## config.mk

```make
export PLATFORM = sky130hd
export DESIGN_NAME = multicycle_controller
export DESIGN_NICKNAME = d
export VERILOG_FILES = /design/src/rtl/multicycle_controller.sv
export SDC_FILE = /design/constraint.sdc
export NUM_CORES = 1
export LEC_CHECK = 0
export ABC_AREA = 1
export BUFFER_PORTS_ARGS = -buffer_cell sky130_fd_sc_hd__buf_4
export CAP_MARGIN = 30
export CORE_AREA = 2 2 39 41
export CTS_CLUSTER_DIAMETER = 200
export DETAILED_ROUTE_END_ITERATION = 12
export DIE_AREA = 0 0 41 43
export PLACE_DENSITY = 0.66
export SLEW_MARGIN = 0
export SYNTH_ARGS = -nofsm -noshare
export SYNTH_HDL_FRONTEND = slang
export SYNTH_SLANG_ARGS = --single-unit
```

## constraint.sdc

```tcl
create_clock -name clk -period 1.2 [get_ports clk]
set_input_delay 0.24 -clock clk [delete_from_list [all_inputs] [get_ports clk]]
set_output_delay 0.24 -clock clk [all_outputs]
set_load 0.01 [all_outputs]
```

## src/rtl/multicycle_controller.sv

```systemverilog
// Multicycle ARM-subset controller: main FSM, ALU/flag decode, flag register
// and condition check. Optional feature macro: COND_EXEC_EN -- when defined,
// CondEx is evaluated from Cond and the flag register at the end of DECODE;
// when undefined, CondEx is constant 1 and Cond is ignored.
`timescale 1ns/1ps

module multicycle_controller (
  input  logic       clk,
  input  logic       reset_n,
  input  logic [3:0] Cond,
  input  logic [1:0] Op,
  input  logic [5:0] Funct,
  input  logic [3:0] Rd,
  input  logic [3:0] ALUFlags,
  output logic       PCWrite,
  output logic       IRWrite,
  output logic       RegWrite,
  output logic       MemWrite,
  output logic       AdrSrc,
  output logic [1:0] ALUSrcA,
  output logic [1:0] ALUSrcB,
  output logic [1:0] ResultSrc,
  output logic [1:0] ImmSrc,
  output logic [1:0] RegSrc,
  output logic [1:0] ALUControl
);

  localparam logic [3:0] S_FETCH    = 4'd0;
  localparam logic [3:0] S_DECODE   = 4'd1;
  localparam logic [3:0] S_MEMADR   = 4'd2;
  localparam logic [3:0] S_MEMREAD  = 4'd3;
  localparam logic [3:0] S_MEMWB    = 4'd4;
  localparam logic [3:0] S_MEMWRITE = 4'd5;
  localparam logic [3:0] S_EXECUTER = 4'd6;
  localparam logic [3:0] S_EXECUTEI = 4'd7;
  localparam logic [3:0] S_ALUWB    = 4'd8;
  localparam logic [3:0] S_BRANCH   = 4'd9;

  localparam logic [3:0] CMD_AND = 4'b0000;
  localparam logic [3:0] CMD_SUB = 4'b0010;
  localparam logic [3:0] CMD_ADD = 4'b0100;
  localparam logic [3:0] CMD_CMP = 4'b1010;
  localparam logic [3:0] CMD_ORR = 4'b1100;

  // ALU operation for a data-processing command; unknown commands add.
  function automatic logic [1:0] alu_decode(input logic [3:0] cmd);
    case (cmd)
      CMD_ADD: alu_decode = 2'b00;
      CMD_SUB: alu_decode = 2'b01;
      CMD_CMP: alu_decode = 2'b01;
      CMD_AND: alu_decode = 2'b10;
      CMD_ORR: alu_decode = 2'b11;
      default: alu_decode = 2'b00;
    endcase
  endfunction

  // Flag write mask {NZ, CV}: arithmetic updates all four, logic only N/Z.
  function automatic logic [1:0] flag_write(input logic [5:0] funct);
    if (funct[0] == 1'b0) begin
      flag_write = 2'b00;
    end else begin
      case (funct[4:1])
        CMD_ADD, CMD_SUB, CMD_CMP: flag_write = 2'b11;
        CMD_AND, CMD_ORR:          flag_write = 2'b10;
        default:                   flag_write = 2'b00;
      endcase
    end
  endfunction

  logic [3:0] state_r;
  logic [3:0] state_next_s;
  logic [3:0] flags_r;          // {N, Z, C, V}
  logic [3:0] flags_next_s;
  logic       cond_ex_s;
  logic [3:0] cmd_s;
  logic       exec_state_s;
  logic       wb_state_s;
  logic       pc_base_s;
  logic       ir_write_s;
  logic       reg_write_s;
  logic       mem_write_s;
  logic       branch_s;
  logic [1:0] flag_w_s;

  assign cmd_s        = Funct[4:1];
  assign exec_state_s = (state_r == S_EXECUTER) || (state_r == S_EXECUTEI);
  assign wb_state_s   = (state_r == S_MEMWB) || (state_r == S_ALUWB) || (state_r == S_BRANCH);
  assign flag_w_s     = flag_write(Funct);

`ifdef COND_EXEC_EN
  // ARM condition check: pairs of codes share a base test, the low bit inverts it.
  // 1110 is "always"; its inverse 1111 therefore never executes.
  function automatic logic cond_eval(input logic [3:0] cond, input logic [3:0] nzcv);
    logic n, z, c, v, base;
    n = nzcv[3];
    z = nzcv[2];
    c = nzcv[1];
    v = nzcv[0];
    case (cond[3:1])
      3'b000:  base = z;
      3'b001:  base = c;
      3'b010:  base = n;
      3'b011:  base = v;
      3'b100:  base = c & ~z;
      3'b101:  base = (n == v);
      3'b110:  base = ~z & (n == v);
      3'b111:  base = 1'b1;
      default: base = 1'b0;
    endcase
    cond_eval = base ^ cond[0];
  endfunction

  logic cond_ex_r;

  // Capture the condition once per instruction so its own flag update cannot gate its writeback.
  always_ff @(posedge clk or negedge reset_n) begin
    if (!reset_n) begin
      cond_ex_r <= 1'b0;
    end else if (state_r == S_DECODE) begin
      cond_ex_r <= cond_eval(Cond, flags_r);
    end else begin
      cond_ex_r <= cond_ex_r;
    end
  end

  assign cond_ex_s = cond_ex_r;
`else
  logic unused_cond_s;

  assign cond_ex_s     = 1'b1;
  assign unused_cond_s = ^{Cond, flags_r};
`endif

  // State register.
  always_ff @(posedge clk or negedge reset_n) begin
    if (!reset_n) begin
      state_r <= S_FETCH;
    end else begin
      state_r <= state_next_s;
    end
  end

  // Next-state decode.
  always_comb begin
    state_next_s = S_FETCH;
    case (state_r)
      S_FETCH:  state_next_s = S_DECODE;
      S_DECODE: begin
        case (Op)
          2'b01:   state_next_s = S_MEMADR;
          2'b00:   state_next_s = Funct[5] ? S_EXECUTEI : S_EXECUTER;
          2'b10:   state_next_s = S_BRANCH;
          default: state_next_s = S_FETCH;
        endcase
      end
      S_MEMADR:   state_next_s = Funct[0] ? S_MEMREAD : S_MEMWRITE;
      S_MEMREAD:  state_next_s = S_MEMWB;
      S_MEMWB:    state_next_s = S_FETCH;
      S_MEMWRITE: state_next_s = S_FETCH;
      S_EXECUTER,
      S_EXECUTEI: state_next_s = (cmd_s == CMD_CMP) ? S_FETCH : S_ALUWB;
      S_ALUWB:    state_next_s = S_FETCH;
      S_BRANCH:   state_next_s = S_FETCH;
      default:    state_next_s = S_FETCH;
    endcase
  end

  // Flag update: masked load at the end of an executed data-processing step.
  always_comb begin
    flags_next_s = flags_r;
    if (exec_state_s && cond_ex_s) begin
      if (flag_w_s[1]) begin
        flags_next_s[3:2] = ALUFlags[3:2];
      end else begin
        flags_next_s[3:2] = flags_r[3:2];
      end
      if (flag_w_s[0]) begin
        flags_next_s[1:0] = ALUFlags[1:0];
      end else begin
        flags_next_s[1:0] = flags_r[1:0];
      end
    end else begin
      flags_next_s = flags_r;
    end
  end

  // Flag register.
  always_ff @(posedge clk or negedge reset_n) begin
    if (!reset_n) begin
      flags_r <= 4'b0000;
    end else begin
      flags_r <= flags_next_s;
    end
  end

  // Per-state datapath controls.
  always_comb begin
    pc_base_s   = 1'b0;
    ir_write_s  = 1'b0;
    reg_write_s = 1'b0;
    mem_write_s = 1'b0;
    branch_s    = 1'b0;
    AdrSrc      = 1'b0;
    ALUSrcA     = 2'b00;
    ALUSrcB     = 2'b00;
    ResultSrc   = 2'b00;
    case (state_r)
      S_FETCH: begin
        ir_write_s = 1'b1;
        pc_base_s  = 1'b1;
        ALUSrcA    = 2'b01;
        ALUSrcB    = 2'b10;
        ResultSrc  = 2'b10;
      end
      S_DECODE: begin
        ALUSrcA   = 2'b01;
        ALUSrcB   = 2'b10;
        ResultSrc = 2'b10;
      end
      S_MEMADR:  ALUSrcB = 2'b01;
      S_MEMREAD: AdrSrc  = 1'b1;
      S_MEMWB: begin
        ResultSrc   = 2'b01;
        reg_write_s = cond_ex_s;
      end
      S_MEMWRITE: begin
        AdrSrc      = 1'b1;
        mem_write_s = cond_ex_s;
      end
      S_EXECUTER: ALUSrcB = 2'b00;
      S_EXECUTEI: ALUSrcB = 2'b01;
      S_ALUWB:    reg_write_s = cond_ex_s;
      S_BRANCH: begin
        ALUSrcA   = 2'b10;
        ALUSrcB   = 2'b01;
        ResultSrc = 2'b10;
        branch_s  = 1'b1;
      end
      default: begin
        pc_base_s = 1'b0;
      end
    endcase
  end

  // Write enables, forced low while reset is held; PC follows the result bus in writeback states.
  always_comb begin
    if (wb_state_s) begin
      PCWrite = reset_n & cond_ex_s & (branch_s | (reg_write_s & (Rd == 4'd15)));
    end else begin
      PCWrite = reset_n & pc_base_s;
    end
    IRWrite    = reset_n & ir_write_s;
    RegWrite   = reset_n & reg_write_s;
    MemWrite   = reset_n & mem_write_s;
    ImmSrc     = Op;
    RegSrc     = {(Op == 2'b01), (Op == 2'b10)};
    if (exec_state_s) begin
      ALUControl = alu_decode(cmd_s);
    end else begin
      ALUControl = 2'b00;
    end
  end

endmodule

```

==> results of run 1 <==
==> path summary, 6_finish.rpt <==
check	to	cells after the start
max reg2reg	state_r[2]	8
max in group asynchronous	state_r[3]	2
min reg2reg	state_r[0]	1
min in group asynchronous	state_r[1]	2
min	state_r[2]	2
max	PCWrite	5
==> kinds of logic after synthesis <==
family / count (synthesis)
simple gates: 41
flops: 4
compound gates: 8
buf+inv: 19
==> synthesized netlist by cell type <==
| cell | instances |
|---|---|
| o21ai_0 | 1 |
| o21ai_1 | 2 |
| o211ai_1 | 1 |
| nand3_1 | 6 |
| buf_4 | 3 |
| dfrtp_1 | 4 |
| nor2_2 | 3 |
| o22ai_1 | 1 |
| inv_1 | 11 |
| nand2_1 | 18 |
| nor3_1 | 1 |
| nand2_2 | 3 |
| nor2_1 | 8 |
| a21oi_1 | 3 |
| inv_2 | 5 |
| and2_1 | 1 |
| nand4_1 | 1 |
==> layer usage <==
metal | part of all wire (%) | GRT usage (%) | vias up
li1 | - | - | 314
met1 | 38 | 19.1 | 253
met2 | 52 | 27.8 | 22
met3 | 7.3 | 2.09 | 4
met4 | 2.0 | 12.0 | 0
met5 | 0 | 0 | -
==> through the flow <==
stage / power [W] / utilization, % / setup slack, ns / cells
after floorplan: 0.000790 / - / 0.0739 / 72
after global placement: 0.00132 / 50.5 / -0.0161 / 124
after detailed placement: 0.00134 / 50.5 / -0.0468 / 124
after CTS: 0.00174 / 59.3 / -0.284 / 132
after global routing: 0.00209 / 64.3 / -0.405 / 135
final: 0.00193 / 64.3 / -0.309 / 135
==> layout make-up <==
type / count / area [um^2] / area share (%)
Inverter: 16 / 60.1 / 6.75
Multi-Input combinational cell: 49 / 310 / 34.9
Timing Repair Buffer: 47 / 374 / 42.1
Tap cell: 16 / 20.0 / 2.25
Sequential cell: 4 / 103 / 11.5
Clock buffer: 3 / 22.5 / 2.53
==> what timing repair did <==
action,4_1_cts,5_1_grt
pin swaps,3,8
setup endpoints to repair,13,16
hold buffers,1,0
buffers inserted,4,3
hold endpoints to repair,4,0
gates resized for setup,17,13
==> where the power goes <==
group	internal (W)	switching [W]	leakage [nW]
sequential	0.000196	0.0000937	0.0486
clock	0.000112	0.0000545	0.0138
combinational	0.000793	0.000685	0.438
==> critical path, stage by stage (launching register included) <==
cell and delay, ns:
dfrtp_2 0.42, buf_6 0.13, nor2_4 0.16, nand3_1 0.12, nand2_1 0.10, buf_6 0.10
==> metrics.md, run 1 <==
| Metric | Value |
|---|---|
| Area after DPL | `699 um^2` |
| First-pass GRT wire length | `2.07 mm` |
| Max-slew violations | `0` |
| Worst vdd ir | `~1.3 mV` |
| ANT nets after route | `0` |
| Pwr per Cell Area | `2170 nW/um^2` |
| Reg with most FFs | `state_r` |
| Clock root cell | `clkbuf_4` |
| Io pins | `39` |
| Die Area | `1760 um^2` |
| Clk slew on worst S/H paths | `0.03 ns` |
| Critical Path Source | `state_r[3]` |
| Setup TNS | `-3.68 ns` |
| Synth Instances | `72` |
| Sequential area share after synthesis | `24.5%` |
| Largest family of logic cells by synthesized area | `simple AND/OR/NAND/NOR gates` |
| Top cell type's share of synthesized area | `24.5%` |
| Die height | `between 40 and 50 um` |
| Commonest non-fill, non-tap cell in the layout | `buf_4` |
| Final nets | `around 140` |
| Worst Tran Pin Value | `0.227 ns` |
| Ys Warns | `0` |
| Synth Cell Area | `409 um^2` |
| Remaining Overflow, GRT | `0` |
| Num Clock Sinks | `4` |
| Antenna diode count | `0` |
| Min Hold Slack | `0.195 ns` |
| FMAX | `about 660 MHz` |
| Design area | `890 um^2` |
| CORE AREA | `1380 um^2` |
| Final worst setup slack | `-0.309 ns` |
| Syn nets | `94` |
| Compound-Gate Fraction of Synth Area | `a little over a tenth` |
| Number of distinct library cells after synthesis | `17` |
| Required time worst endpoint | `0.96 ns` |
| WS Path Type | `reg -> out` |
| Fin. Hold Viols | `0` |
| Max-Cap Viols | `0` |
| Area contributors post-synth | `dfrtp_1, nand2_1, inv_1, nand3_1, nor2_1` |
| Clk Latency, worst-skew pair | `0.24 ns` |
| Tmin final | `~1.5 ns` |
| Status | `finished with violations` |
| Largest net degree at the start of global routing | `8` |
| Die Width | `41 um` |
| Max reg flops | `4` |
| GP Congestion | `0.767` |
| TritonCTS Buffers | `3` |
| CTS tree | `built` |
| CP Launch Type | `flip-flop` |
| DR iter-0 viols | `1` |
| Xor/xnor share of the synthesized area | `0%` |
| Crit path DAT | `1.27 ns` |
| Final setup fails | `17` |
| DRC violations left | `0` |
| Via Count | `593` |
| Largest registers | `state_r: 4 flops` |
| Initial core utilization | `roughly 30%` |
| Gr usage total | `17.1%` |
| Adder-cell share of the synthesized area | `0%` |
| Deepest clock path buffer count | `2` |
| Port buffer count | `30` |
| Pre-antenna DRT Iters | `4` |
| Leak | `0.500 nW` |
| Slew headroom | `84.8%` |
| Crit-path max FO | `5` |
| Area Overhead vs Synth | `117%` |
| Row Count | `14` |
| Syn_area_per_cell | `5.68 um^2` |
| Number of global-route vias before repair | `522` |
| HP Start | `Op[0]` |
| CTS H-tree depth | `1` |
| Yosys reg bits | `4` |
| Fraction of layout cells with a size suffix above 1 | `65.5%` |
| Commonest cells after routing, fill and taps aside | `buf_4, nand2_1, inv_1` |
| Vias per Instance | `4.39` |
| Fin crit share | `126%` |
| Critical Path End Type | `primary output` |
| WL/cell | `~10 um` |
| Reg-to-Reg Start | `state_r[1]` |
| Routed wire length | `1.37 mm` |
| Hold WC Path Type | `in -> reg` |
| Mux cell area share after synthesis | `0%` |
| Number of antenna violations at the first check in global routing | `0` |
| Post-synthesis simple-gate area fraction | `44.6%` |
| Unrepaired setup endpoints after global routing | `yes` |
| Worst reg-to-reg setup slack | `-0.14 ns` |
| Failing checks | `negative setup slack` |
| # fillers | `125` |
| Post-detail-place hpwl | `933 um` |
| Synth area leader | `dfrtp_1` |
| Skew final | `0.00435 ns` |
(Power assumes the default switching activity.)
==> inputs of run 2 (changes only) <==
--- a/config.mk
+++ b/config.mk
@@ -9,6 +9,7 @@
 export BUFFER_PORTS_ARGS = -buffer_cell sky130_fd_sc_hd__buf_4
 export CAP_MARGIN = 30
 export CORE_AREA = 2 2 39 41
+export CTS_BUF_LIST = sky130_fd_sc_hd__clkbuf_8
 export CTS_CLUSTER_DIAMETER = 200
 export DETAILED_ROUTE_END_ITERATION = 12
 export DIE_AREA = 0 0 41 43
==> run 2 against run 1 <==
Against the previous run:
- the run still ends with negative setup slack left
- total power is 5.9% higher
- cell count did not move
- clock skew shrank 0.0027 ns
- critical path depth did not move
- sequential cell count stayed put
- clock power increased by 67%
- critical path type unchanged
==> metrics.md, run 2 (synthesis results as in run 1) <==
| Metric | Value |
|---|---|
| Status | `finished with violations` |
| Failing checks | `negative setup slack` |
| Die Width | `41 um (unchanged)` |
| Max-slew violations | `0 (unchanged)` |
| Die height | `43 um (unchanged)` |
| Gr usage total | `16.8% (-0.30 points)` |
| Clock root cell | `clkbuf_8` |
| Via Count | `588 (-0.84%)` |
| Largest registers | `state_r: 4 flops` |
| CORE AREA | `1380 um^2 (unchanged)` |
| Setup TNS | `-3.42 ns (+0.265 ns)` |
| CTS tree | `built` |
| Worst vdd ir | `1.29 mV (-1.7%)` |
| Io pins | `39 (unchanged)` |
| First-pass GRT wire length | `2.06 mm (-0.34%)` |
| DR iter-0 viols | `2 (+1)` |
| Area Overhead vs Synth | `122%` |
| CTS H-tree depth | `1 (unchanged)` |
| Power Total | `0.00205 W (+5.9%)` |
| Antenna diode count | `0 (unchanged)` |
| Worst Tran Pin Value | `0.226 ns (-0.000217 ns)` |
| Fin. Hold Viols | `0 (unchanged)` |
| Pwr per Cell Area | `2250 nW/um^2 (+3.7%)` |
| Required time worst endpoint | `0.96 ns (about the same)` |
| Number of antenna violations at the first check in global routing | `0 (unchanged)` |
| Routed wire length | `1.37 mm (-0.29%)` |
| WL/cell | `10.1 um (-0.29%)` |
| Num Clock Sinks | `4 (unchanged)` |
| Max reg flops | `4 (unchanged)` |
| Clk slew on worst S/H paths | `0.03 ns (about the same)` |
| Fin crit share | `124% (-1.7 points)` |
| Final worst setup slack | `-0.288 ns (+0.0205 ns)` |
| Largest net degree at the start of global routing | `8 (unchanged)` |
| Tmin final | `1.49 ns (-0.0205 ns)` |
| GP Congestion | `0.767 (unchanged)` |
| Hold WC Path Type | `in -> reg` |
| Crit-path max FO | `5 (unchanged)` |
| Commonest cells after routing, fill and taps aside | `buf_4, nand2_1, inv_1` |
| # fillers | `120 (-4.0%)` |
| Clk Latency, worst-skew pair | `0.21 ns (-0.03 ns)` |
| Pre-antenna DRT Iters | `4 (unchanged)` |
| Row Count | `14 (unchanged)` |
| Post-detail-place hpwl | `933 um (unchanged)` |
| Final nets | `143 (unchanged)` |
| CP Launch Type | `flip-flop` |
| WS Path Type | `reg -> out` |
| Max-Cap Viols | `0 (unchanged)` |
| Vias per Instance | `4.36 (-0.84%)` |
| Leak | `0.508 nW (+1.6%)` |
| Slew headroom | `84.9% (about the same)` |
| ANT nets after route | `0 (unchanged)` |
| Fraction of layout cells with a size suffix above 1 | `65.5% (unchanged)` |
| Remaining Overflow, GRT | `0 (unchanged)` |
| Port buffer count | `30 (unchanged)` |
| Commonest non-fill, non-tap cell in the layout | `buf_4` |
| Crit path DAT | `1.25 ns (-0.02 ns)` |
| Initial core utilization | `29.6% (unchanged)` |
| Critical Path End Type | `primary output` |
| Reg with most FFs | `state_r` |
| DRC violations left | `0 (unchanged)` |
| Min Hold Slack | `0.215 ns (+0.0200 ns)` |
| TritonCTS Buffers | `3 (unchanged)` |
| Unrepaired setup endpoints after global routing | `yes` |
| Die Area | `1760 um^2 (unchanged)` |
| Final setup fails | `17 (unchanged)` |
| FMAX | `672 MHz (+1.4%)` |
| Number of global-route vias before repair | `522 (unchanged)` |
| Skew final | `0.00168 ns (-0.00266 ns)` |
| Deepest clock path buffer count | `2 (unchanged)` |
| Dpl ws | `-0.0468 ns (unchanged)` |
## run 2: cell counts in the layout (fill, tap and decap cells not counted)
Identical to the previous run, type by type.
## run 2: final cells by class
class / count / area, um^2 / area share (%)
tap: 16 / 20.0 / 2.20
inverter: 16 / 60.1 / 6.61
sequential: 4 / 103 / 11.3
multi-input combinational: 49 / 310 / 34.2
clock buffer: 3 / 41.3 / 4.55
timing repair buffer: 47 / 374 / 41.2
## run 2: metrics by stage
step	instances	area, um^2	utilization, %
detailed placement	124	699	50.5
finish	135	908	65.6
CTS	132	840	60.7
floorplan	72	409	-
global route	135	908	65.6
global placement	124	699	50.5
## run 2: worst max-delay path, cell delays in order (launching register included)
cell     delay (ns)
dfrtp_2        0.42
buf_6          0.13
nor2_4         0.16
nand3_1        0.12
nand2_1        0.10
buf_6          0.10
## run 2: power by group
group          leakage (nW)  switching [W]  internal [W]  total [W]
Clock                0.0216      0.0000642      0.000213   0.000278
Combinational         0.438       0.000687      0.000793    0.00148
Sequential           0.0486      0.0000944      0.000196   0.000290
Total                 0.508       0.000845       0.00120    0.00205
## run 2: path summary, 6_finish.rpt
path                            start  slack [ns]  depth (start not counted)          to
max in group asynchronous     reset_n        0.57                          2  state_r[3]
setup / recovery           state_r[3]       -0.29                          5     PCWrite
min in group asynchronous     reset_n        0.43                          2  state_r[1]
hold / removal                  Op[0]        0.22                          2  state_r[2]
hold reg to reg            state_r[1]        0.63                          2  state_r[2]
setup reg to reg           state_r[1]       -0.14                          8  state_r[2]
## run 2: per-layer routing
layer / track usage (%) / wire, um
met1: 19.1 / 535
met2: 27.8 / 729
met4: 10.0 / 0
met3: 2.09 / 103
met5: 0 / 0
## run 2: timing repair
action	CTS	global route
endpoints found under the setup margin	13	16
hold endpoints to repair	4	0
gates resized for setup	17	13
buffers inserted	4	3
pin swaps	3	7
hold buffers	1	0
==> inputs of run 3 (changes only) <==
--- a/config.mk
+++ b/config.mk
@@ -5,7 +5,6 @@
 export SDC_FILE = /design/constraint.sdc
 export NUM_CORES = 1
 export LEC_CHECK = 0
-export ABC_AREA = 1
 export BUFFER_PORTS_ARGS = -buffer_cell sky130_fd_sc_hd__buf_4
 export CAP_MARGIN = 30
 export CORE_AREA = 2 2 39 41
@@ -13,7 +12,7 @@
 export CTS_CLUSTER_DIAMETER = 200
 export DETAILED_ROUTE_END_ITERATION = 12
 export DIE_AREA = 0 0 41 43
-export PLACE_DENSITY = 0.66
+export PLACE_DENSITY = 0.73
 export SLEW_MARGIN = 0
 export SYNTH_ARGS = -nofsm -noshare
 export SYNTH_HDL_FRONTEND = slang
==> run 3 against run 2 <==
Against the previous run:
- the run still ends with negative setup slack left
- critical path depth down 1
- final area up 13%
- sequential share of layout area down 1.3 points
- worst setup slack worse by 0.013 ns
- wire length up 21%
- via count up 2.4%
- first-iteration DRC count down 50%
- combinational power up 14%
- sequential power down 5%
- clock skew about the same
- critical path type unchanged
- total power up 11%
- register-to-register slack about the same
==> metrics.md, run 3 <==
| Metric | Value |
|---|---|
| TritonCTS Buffers | `3 (unchanged)` |
| DRC violations left | `0 (unchanged)` |
| Io pins | `39 (unchanged)` |
| Routed wire length | `1.65 mm (+21%)` |
| Max reg flops | `4 (unchanged)` |
| Register share of total power | `12.1% (-2.1 points)` |
| Commonest cells after routing, fill and taps aside | `buf_4, buf_6` |
| CTS tree | `built` |
| GP Congestion | `0.781 (+1.7%)` |
| Fraction of registers with async set/reset | `100% (unchanged)` |
| Post-detail-place hpwl | `1.05 mm (+12%)` |
| Initial core utilization | `35.1% (+5.5 points)` |
| Area contributors post-synth | `dfrtp_1, buf_6, buf_4, xnor2_1, nor3_1` |
| Min Hold Slack | `0.321 ns (+0.106 ns)` |
| ANT nets after route | `0 (unchanged)` |
| Required time worst endpoint | `0.96 ns (about the same)` |
| Largest registers | `state_r: 4 flops` |
| Via Count | `602 (+2.4%)` |
| Deepest clock path buffer count | `2 (unchanged)` |
| Crit-path max FO | `5 (unchanged)` |
| CP Launch Type | `flip-flop` |
| CTS H-tree depth | `1 (unchanged)` |
| Number of distinct library cells after synthesis | `30 (+13)` |
| Compound-Gate Fraction of Synth Area | `14.4% (+3.7 points)` |
| Final nets | `126 (-12%)` |
| Row Count | `14 (unchanged)` |
| Number of global-route vias before repair | `555 (+6.3%)` |
| Net Sw Frac | `39.5% (-1.7 points)` |
| Antenna diode count | `0 (unchanged)` |
| EDFF count, synth | `0 (unchanged)` |
| Area Overhead vs Synth | `112%` |
| Fraction of layout cells with a size suffix above 1 | `74.8% (+9.2 points)` |
| Pwr per Cell Area | `2200 nW/um^2 (-2.2%)` |
| P_sw | `0.000897 W (+6.1%)` |
| Reg with most FFs | `state_r` |
| Number of antenna violations at the first check in global routing | `0 (unchanged)` |
| Power Total | `0.00227 W (+11%)` |
| Num Clock Sinks | `4 (unchanged)` |
| Yosys reg bits | `4 (unchanged)` |
| Worst vdd ir | `1.33 mV (+3.1%)` |
| Die height | `43 um (unchanged)` |
| FMAX | `666 MHz (-0.88%)` |
| Part of the power in the clock network | `13.3% (-0.3 points)` |
| Port buffer count | `30 (unchanged)` |
| Top-count cell post-synth | `nor3_1` |
| Clk slew on worst S/H paths | `0.03 ns (about the same)` |
| Synth area leader | `dfrtp_1` |
| Post-synthesis simple-gate area fraction | `43.0% (-1.6 points)` |
| Pre-antenna DRT Iters | `4 (unchanged)` |
| Dpl ws | `-0.216 ns (-0.169 ns)` |
| Skew final | `0.00135 ns (-0.000338 ns)` |
| Ys Warns | `0 (unchanged)` |
| Fin crit share | `125% (+1.1 points)` |
| CORE AREA | `1380 um^2 (unchanged)` |
| Leak | `0.470 nW (-7.5%)` |
| Max-slew violations | `0 (unchanged)` |
| Unrepaired setup endpoints after global routing | `yes` |
| Vias per Instance | `5.06 (+16%)` |
| Clock root cell | `clkbuf_8` |
| Die Width | `41 um (unchanged)` |
| Tmin final | `1.50 ns (+0.0132 ns)` |
| Setup TNS | `-3.74 ns (-0.319 ns)` |
| Hold WC Path Type | `in -> reg` |
| Die Area | `1760 um^2 (unchanged)` |
| Mux cell area share after synthesis | `0% (unchanged)` |
| Final setup fails | `15 (-2)` |
| Core Util, Final | `74.3% (+8.7 points)` |
| Synth Instances | `55 (-24%)` |
| Clk Latency, worst-skew pair | `0.22 ns (about the same)` |
| Critical Path End Type | `primary output` |
| Top cell type's share of synthesized area | `20.6% (-3.8 points)` |
| Remaining Overflow, GRT | `0 (unchanged)` |
| Worst Tran Pin Value | `0.290 ns (+0.0635 ns)` |
| Gr usage total | `19.9% (+3.1 points)` |
| Largest family of logic cells by synthesized area | `simple AND/OR/NAND/NOR gates` |
| Combinational share of power | `74.6% (+2.3 points)` |
| Final worst setup slack | `-0.301 ns (-0.0132 ns)` |
| Slew headroom | `80.4% (-4.4 points)` |
| Adder-cell share of the synthesized area | `0% (unchanged)` |
| Failing checks | `negative setup slack` |
| Sequential area share after synthesis | `20.6% (-3.8 points)` |
| Syn nets | `77 (-18%)` |
| P_int | `0.00137 W (+14%)` |
| Largest net degree at the start of global routing | `11 (+3)` |
| Synth Cell Area | `485 um^2 (+19%)` |
| Post-synth top cells | `nor3_1, a21oi_1, buf_4, dfrtp_1` |
| Xor/xnor share of the synthesized area | `7.22% (+7.2 points)` |
| Main flop type after synthesis | `dfrtp_1` |
| Max-Cap Viols | `0 (unchanged)` |
| DR iter-0 viols | `1 (-1)` |
| Syn_area_per_cell | `8.83 um^2 (+55%)` |
| Commonest non-fill, non-tap cell in the layout | `buf_4` |
| First-pass GRT wire length | `2.34 mm (+13%)` |
| WL/cell | `13.9 um (+37%)` |
| Fin. Hold Viols | `0 (unchanged)` |
| Crit path DAT | `1.26 ns (about the same)` |
| WS Path Type | `reg -> out` |
| Status | `finished with violations` |
-- run 3: metal layers --
layer | GRT usage, % | up-vias | wire length [um]
met5 | 0 | - | 0
met4 | 10.0 | 0 | 22
met3 | 0 | 2 | 102
met2 | 37.5 | 23 | 964
met1 | 20.3 | 283 | 563
li1 | - | 294 | -
-- run 3: power groups by stage --
stage	clock network (W)	registers, W	logic [W]
CTS	0.000307	0.000268	0.00149
global placement	0	0.000268	0.00117
detailed placement	0	0.000269	0.00120
finish	0.000301	0.000275	0.00169
floorplan	0	0.000233	0.000742
global route	0.000307	0.000283	0.00180
-- run 3: repair_timing --
action                                 CTS  global route
buffers inserted                         7             0
endpoints found under the hold margin    4             0
resized for setup                       17            14
setup endpoints to repair               14            17
hold buffers                             1             0
pin swaps                                6             7
-- run 3: cell families after synthesis --
group / Yosys count
flip-flops: 4
AND/OR/NAND/NOR: 28
XOR/XNOR: 4
buffers and inverters: 9
AO/OA/AOI/OAI: 10
-- run 3: layout make-up --
cell class	count	area, um^2
sequential	4	103
inverter	2	7.51
multi-input combinational	42	427
tap	16	20.0
timing repair buffer	51	427
clock buffer	3	41.3
fill	93	355
clock inverter	1	3.75
-- run 3: path summary, 6_finish.rpt --
path	startpoint	end	slack, ns	depth (start not counted)
max	state_r[1]	PCWrite	-0.30	4
min	Op[0]	state_r[0]	0.32	4
max reg2reg	state_r[2]	state_r[3]	-0.13	6
min reg2reg	state_r[0]	state_r[0]	0.64	2
max in group asynchronous	reset_n	state_r[2]	0.63	3
min in group asynchronous	reset_n	state_r[0]	0.46	3
-- run 3: worst max-delay path, stage by stage (launching register included) --
cell and delay, ns:
dfrtp_2 0.45, nand2b_4 0.19, a21oi_2 0.11, o211a_1 0.17
buf_4 0.12
-- run 3: through the flow --
stage	area [um^2]	cells
after CTS	962	119
final	1030	119
after global placement	790	107
after floorplan	510	55
after detailed placement	790	107
after global routing	1030	119
